--- config.mk ---
export PLATFORM = sky130hd
export DESIGN_NAME = fetch_queue_stage
export DESIGN_NICKNAME = d
export VERILOG_FILES = /design/src/rtl/fetch_queue_stage.sv
export SDC_FILE = /design/constraint.sdc
export NUM_CORES = 1
export LEC_CHECK = 0
export BUFFER_PORTS_ARGS = -buffer_cell sky130_fd_sc_hd__buf_2
export CAP_MARGIN = 25
export CORE_UTILIZATION = 45
export DETAILED_ROUTE_END_ITERATION = 8
export PLACE_DENSITY = 0.68
export SLEW_MARGIN = 15
export SYNTH_ARGS = -nofsm -noshare
export SYNTH_HDL_FRONTEND = slang
export SYNTH_SLANG_ARGS = --single-unit
--- constraint.sdc ---
create_clock -name CLK -period 3.05 [get_ports CLK]
set_clock_uncertainty 0.1 [all_clocks]
set_input_delay 0.1525 -clock CLK [delete_from_list [all_inputs] [get_ports CLK]]
set_output_delay 0.1525 -clock CLK [all_outputs]
set_load 0.02 [all_outputs]
--- src/rtl/fetch_queue_stage.sv ---
// Instruction fetch stage with a prefetch queue ahead of the IF/ID register.
// Optional bypass into IF/ID when the queue is empty: FETCH_BYPASS_EN.
module fetch_queue_stage #(
  parameter int              XLEN     = 32,
  parameter int              DEPTH    = 4,
  parameter logic [XLEN-1:0] RESET_PC = '0
) (
  input  logic                       CLK,
  input  logic                       RST,
  input  logic                       StallD,
  input  logic                       FlushD,
  input  logic [1:0]                 PCSrcE,
  input  logic [XLEN-1:0]            PCTargetE,
  input  logic [XLEN-1:0]            ALUResultE,
  output logic [XLEN-1:0]            ImemAddr,
  input  logic [31:0]                ImemRdata,
  input  logic                       ImemReady,
  output logic [31:0]                InstrD,
  output logic [XLEN-1:0]            PCD,
  output logic [XLEN-1:0]            PCPlus4D,
  output logic                       ValidD,
  output logic [$clog2(DEPTH+1)-1:0] QueueCount
);

  localparam int PW = $clog2(DEPTH);
  localparam int CW = $clog2(DEPTH+1);

  logic [XLEN-1:0] r_pcf;
  logic [31:0]     r_q_instr [DEPTH];
  logic [XLEN-1:0] r_q_pc    [DEPTH];
  logic [PW-1:0]   r_wp;
  logic [PW-1:0]   r_rp;
  logic [CW-1:0]   r_cnt;

  logic [31:0]     r_instr_d;
  logic [XLEN-1:0] r_pc_d;
  logic [XLEN-1:0] r_pc4_d;
  logic            r_valid_d;

  logic            w_redirect;
  logic            w_full;
  logic            w_empty;
  logic            w_pop;
  logic            w_fetch;
  logic            w_bypass;
  logic            w_push;
  logic [XLEN-1:0] w_target;
  logic [XLEN-1:0] w_pcf4;
  logic [XLEN-1:0] w_head_pc;

  assign w_redirect = (PCSrcE == 2'b01) || (PCSrcE == 2'b10);
  assign w_full     = (r_cnt == CW'(DEPTH));
  assign w_empty    = (r_cnt == '0);
  assign w_pop      = !StallD && !FlushD && !w_redirect && !w_empty;
  assign w_fetch    = ImemReady && !w_redirect && (!w_full || w_pop);
`ifdef FETCH_BYPASS_EN
  assign w_bypass   = w_empty && w_fetch && !StallD && !FlushD;
`else
  assign w_bypass   = 1'b0;
`endif
  assign w_push     = w_fetch && !w_bypass;
  assign w_pcf4     = r_pcf + XLEN'(4);
  assign w_head_pc  = r_q_pc[r_rp];
  assign w_target   = (PCSrcE == 2'b01) ? PCTargetE
                                        : {ALUResultE[XLEN-1:1], 1'b0};

  assign ImemAddr   = r_pcf;
  assign InstrD     = r_instr_d;
  assign PCD        = r_pc_d;
  assign PCPlus4D   = r_pc4_d;
  assign ValidD     = r_valid_d;
  assign QueueCount = r_cnt;

  // PC register: redirect wins, otherwise advance on each fetch
  always_ff @(posedge CLK) begin
    if (RST)             r_pcf <= RESET_PC;
    else if (w_redirect) r_pcf <= w_target;
    else if (w_fetch)    r_pcf <= w_pcf4;
  end

  // Queue storage: written only on push, no reset needed
  always_ff @(posedge CLK) begin
    if (w_push && !RST) begin
      r_q_instr[r_wp] <= ImemRdata;
      r_q_pc[r_wp]    <= r_pcf;
    end
  end

  // Queue pointers and occupancy; redirect discards speculative entries
  always_ff @(posedge CLK) begin
    if (RST || w_redirect) begin
      r_wp  <= '0;
      r_rp  <= '0;
      r_cnt <= '0;
    end else begin
      if (w_push) r_wp <= r_wp + PW'(1);
      if (w_pop)  r_rp <= r_rp + PW'(1);
      if (w_push && !w_pop)      r_cnt <= r_cnt + CW'(1);
      else if (!w_push && w_pop) r_cnt <= r_cnt - CW'(1);
    end
  end

  // IF/ID register: redirect > flush > stall > pop/bypass > bubble
  always_ff @(posedge CLK) begin
    if (RST || w_redirect || FlushD) begin
      r_instr_d <= '0;
      r_pc_d    <= '0;
      r_pc4_d   <= '0;
      r_valid_d <= 1'b0;
    end else if (StallD) begin
      r_valid_d <= r_valid_d;
    end else if (w_pop) begin
      r_instr_d <= r_q_instr[r_rp];
      r_pc_d    <= w_head_pc;
      r_pc4_d   <= w_head_pc + XLEN'(4);
      r_valid_d <= 1'b1;
    end else if (w_bypass) begin
      r_instr_d <= ImemRdata;
      r_pc_d    <= r_pcf;
      r_pc4_d   <= w_pcf4;
      r_valid_d <= 1'b1;
    end else begin
      r_instr_d <= '0;
      r_pc_d    <= '0;
      r_pc4_d   <= '0;
      r_valid_d <= 1'b0;
    end
  end

endmodule

Word level (Yosys, flattened, before mapping). Memory sizes are Yosys's and may differ from the RTL's. A register that Yosys moved wholly into a read port is not among the register bits. Index checks and enable logic that the tools add are counted. W data, S select, Z words.

Register bits: 136. RAM bits: 256. Input bits: 103. Output and inout port bits: 132. Logic and storage cells: 57. Memories: 2.

$add $sub $neg: 6. Equality and inequality tests: 3. Multiplexer cells: 15. Reduce and logical (&&, ||, !) cells: 23.

Memories: r_q_instr (depth 4, width 32, read ports 1, clocked after memory_dff 1, wr ports 1, line 29) `logic [31:0] r_q_instr [DEPTH];`; r_q_pc (depth 4, width 32, read ports 1, clocked after memory_dff 1, wr ports 1, line 30) `logic [XLEN-1:0] r_q_pc [DEPTH];`.

Operators with widths (count): $mux W32 (6); $add A32 B3 Y32 const B (2); $logic_and A1 B1 Y1 (8); $logic_not A1 Y1 (8); $mux W2 (4); $mux W3 (2); $add A2 B1 Y2 const B (2); $logic_or A1 B1 Y1 (4); $reduce_bool A2 Y1 (2); $add A3 B1 Y3 const B (1); $eq A3 B3 Y1 const B (1); $logic_not A3 Y1 (1); $mux W1 (3); $sub A3 B1 Y3 const B (1); $eq A2 B1 Y1 const B (1); $eq A2 B2 Y1 const B (1).

Logic depth before layout (Yosys ltp).
Depth in word-level cells: 11. Gate-level depth with buffers: 12. Mapped depth without buffers: 11.

Worst setup path before layout. OpenSTA, ideal clock, no wires.

Path kind: input-to-reg. Start: input port PCSrcE[0]. End: memory r_q_instr[0][0], enable pin. Setup time: 0.429 ns. Data arrival time: 2.807 ns. Data required time: 2.521 ns. Path slack: -0.286 ns. Stages: 8. Path buffers: 2. Cells stage by stage: inv_1 ha_1 buf_2 nand2_1 a21o_1 buf_1 nor2_1 and2_1.

Longest elaborated chain between the ends: 10. Elaborated cells on any way between the ends: 12. Classes of those cells: eq/ne: 2; mux: 2; reduce/logical: 8.

RTL lines: from (decl) (line 12) `input logic [1:0] PCSrcE,`; $eq A2 B1 Y1 or $eq A2 B2 Y1 (tied branches) (line 51) `assign w_redirect = (PCSrcE == 2'b01) || (PCSrcE == 2'b10);`; $logic_or A1 B1 Y1 * (line 51); $logic_not A1 Y1 * (line 54, 55); $logic_and A1 B1 Y1 (2 in series) (line 54) `assign w_pop = !StallD && !FlushD && !w_redirect && !w_empty;`; $logic_or A1 B1 Y1 (line 55) `assign w_fetch = ImemReady && !w_redirect && (!w_full || w_pop);`; $logic_and A1 B1 Y1 * (line 55); $logic_and A1 B1 Y1 * (line 83) `if (w_push && !RST) begin`; $mux W1 * (line 83); $mux W1 (not written as such) * (line 84) `r_q_instr[r_wp] <= ImemRdata;`; to (decl) (line 29).

Mark *: on every way between the ends. The rest lies on a longest branch, timed or not.

==> run_results.csv <==
group,metric,value,unit
die,num_io_pins,235,
global_route,grt_pass1_wl,55100,um
clock_network,clk_latency,0.53,ns
clock_network,cts_tree,"built",
clock_network,htree_levels,2,
detailed_routing,first_pass_iters,5,
synthesis,yosys.area.top_type,"edfxtp_1",
layout,drive_above_1_share,29.4,%
worst_setup_path,crit_type,"reg2reg",
detailed_routing,wirelength,35600,um
global_route,grt_antenna_before_repair,0,
status,status,"complete, no violations",
synthesis,ys_ff_latch,392,
sta,fin_ws,0.557,ns
clock_network,clk_pin_slew_worst_paths,0.06,ns
sta,fin_crit_sh,81.7,%
global_route,grt_max_degree,74,
die,die_y,188,um
clock_network,cts_buffers,41,
detailed_routing,initialDrtViolationCount,607,
synthesis,synth_enable_flop_cells,256,
worst_setup_path,cp.required,3.33,ns
synthesis,synth_cells,1053,
detailed_routing,routedWlPerCell,19.4,um
run,drv_cap,0,
worst_setup_path,worst-path-max-fanout,24,
synthesis,synth_nets,1166,
synthesis,yosys-top-cells-area,"edfxtp_1 50%, dfxtp_1 18%, mux4_2 7.4%, a22oi_1 3.3%, nor2_1 2.4%",
worst_hold_path,hold_path_class,"in2reg",
sta,hold-worst-slack,0.00943,ns
sta,tightest_slew,0.945,ns
pwr,power.density,606,nW/um2
place,place_congestion,0.816,
die,design.core.area,33700,um2
place,numPortBuffers,233,
layout,final_nets,1469,
synthesis,avgSynthCellArea,14.7,um2
global_route,overflow,0,
synthesis,async_flop_share,0,%
detailed_routing,dr_total_vias,9873,
pwr,irDropWorstVdd,0.000386,V
synthesis,synth_top_area_share,49.5,%
layout,syn2layout_area_growth,24.3,%
pwr,p_leak,6.84,nW
worst_setup_path,crit_arrival,2.78,ns
clock_network,clock-root-buffer,"clkbuf_16",
sta,setup_tns,0,ns
die,rows,67,
worst_setup_path,startpoint_type,"register",
die,dieArea,35300,um2
synthesis,synthDistinctLibCells,57,
clock_network,cts_resized,0,
clock_network,cts.sinks,392,
place,place_worst_setup_slack,0.458,ns
global_route,grtUsageTotal,20.0,%
sta,slew_headroom,37.0,%
die,initial_core_util,46.1,%
worst_setup_path,end_kind,"register",
synthesis,seq_area_frac_synth,67.0,%
detailed_routing,viasPerCell,5.37,
synthesis,syn_area,15500,um2
detailed_routing,antenna_left,0,
synthesis,yosysWarnings,0,
sta,hold_violations,0,
clock_network,clockBufferDepth,3,
sta,setup_viol,0,
synthesis,synth_ff_type,"edfxtp_1",
sta,fmax,401,MHz
place,dp_hpwl,22600,um
detailed_routing,drc,0,
sta,period_needed,2.49,ns
global_route,grt_pass1_vias,9872,
sta,rsz0062_at_grt,"false",
die,die_width,188,um
sta,drv_slew,0,
power by group:
group | leakage (nW) | switching (W) | total [W] | internal, W
Combinational | 2.69 | 0.000383 | 0.000680 | 0.000297
Sequential | 3.45 | 0.000131 | 0.00590 | 0.00577
Clock | 0.699 | 0.00195 | 0.00512 | 0.00316
critical path: stages (launching register included):
cell and delay (ns):
dfxtp_4 0.62, mux4_1 0.73, and3_1 0.30, nand4_4 0.25, nor2_1 0.08, xnor2_1 0.16, o21ai_0 0.10
cells by family (layout without fill, tap and decap cells):
logic type,count (synthesis),in the layout,share of synthesized area (%)
buffers and inverters,85,420,2.41
XOR/XNOR,53,53,2.99
other,0,1,0
AND/OR/NAND/NOR,281,281,9.36
flip-flops,392,392,67.0
multiplexers,69,69,9.93
AO/OA/AOI/OAI,163,163,7.41
adder cells (fa/ha/maj),10,10,0.854
through the flow:
step | std cells | cell area, um2 | util [%] | total power, W
after floorplan | 1053 | 15500 | - | 0.00635
after global placement | 1696 | 17200 | 51.1 | 0.00661
after detailed placement | 1696 | 17200 | 51.1 | 0.00663
after CTS | 1836 | 19300 | 57.3 | 0.0118
after global routing | 1836 | 19300 | 57.3 | 0.0121
final | 1837 | 19300 | 57.3 | 0.0117
flip-flops by register name, indices dropped and copies added (netlist names), named ones only:
signal      flops
r_q_instr     128
r_q_pc        128
ImemAddr       32
InstrD         32
PCD            32
PCPlus4D       30
QueueCount      3
r_rp            2
r_wp            2
ValidD          1
cell usage after synthesis, types with 6 or more instances:
cell type	number
nand3_1	17
xor2_1	15
mux4_1	13
a22oi_1	68
xnor2_1	38
or3_1	7
a21oi_1	7
and2_1	7
inv_1	18
edfxtp_1	256
nand2_1	59
dfxtp_1	136
buf_2	10
nor3_2	6
nor2b_1	28
a211oi_1	45
o21ai_0	19
nor4_1	7
mux4_2	51
clkbuf_1	48
nor3_1	12
nor2_1	101
o21ai_1	10
nand4_1	9
ha_1	9
cell usage in the layout (no fill, tap or decap), types with 17 or more instances in the layout:
master | Yosys | routed
nand2_1 | 59 | 59
dlygate4sd3_1 | 0 | 65
nor2b_1 | 28 | 28
inv_1 | 18 | 18
a211oi_1 | 45 | 45
a22oi_1 | 68 | 68
xnor2_1 | 38 | 38
mux4_2 | 51 | 51
buf_2 | 10 | 233
dfxtp_1 | 136 | 134
o21ai_0 | 19 | 19
nand3_1 | 17 | 17
edfxtp_1 | 256 | 256
buf_4 | 3 | 24
nor2_1 | 101 | 101
clkbuf_16 | 0 | 42
routing by layer:
metal	wire, um	track usage (%)	up-vias	part of all wire, %
met5	0	0	-	0
met1	15200	26.6	4828	43
met4	956	6.25	0	2.7
met2	17400	33.8	351	49
met3	1990	3.22	59	5.6
li1	-	-	4635	-
final timing paths:
| kind | startpoint | endpoint | slack (ns) | cells past startpoint |
|---|---|---|---|---|
| worst min-delay path | ALUResultE[20] | ImemAddr[20] | 0.009 | 4 |
| worst min register to register | PCPlus4D[29] | PCPlus4D[29] | 0.34 | 2 |
| worst max-delay path | register | PCPlus4D[17] | 0.56 | 6 |
| worst max register to register | register | PCPlus4D[17] | 0.56 | 6 |
cell type report:
type,instances,area [um2]
Fill cell,2672,14400
Antenna cell,1,2.50
Sequential cell,392,10400
Inverter,19,71.3
Timing Repair Buffer,326,2080
Tap cell,448,561
Clock inverter,19,258
Multi-Input combinational cell,576,4760
Clock buffer,56,1150
repair_timing:
item                                   in CTS  in global routing
setup buffers                               0                  0
endpoints found under the hold margin     156                  0
hold buffers                               65                  0
(Power assumes the default switching activity.)
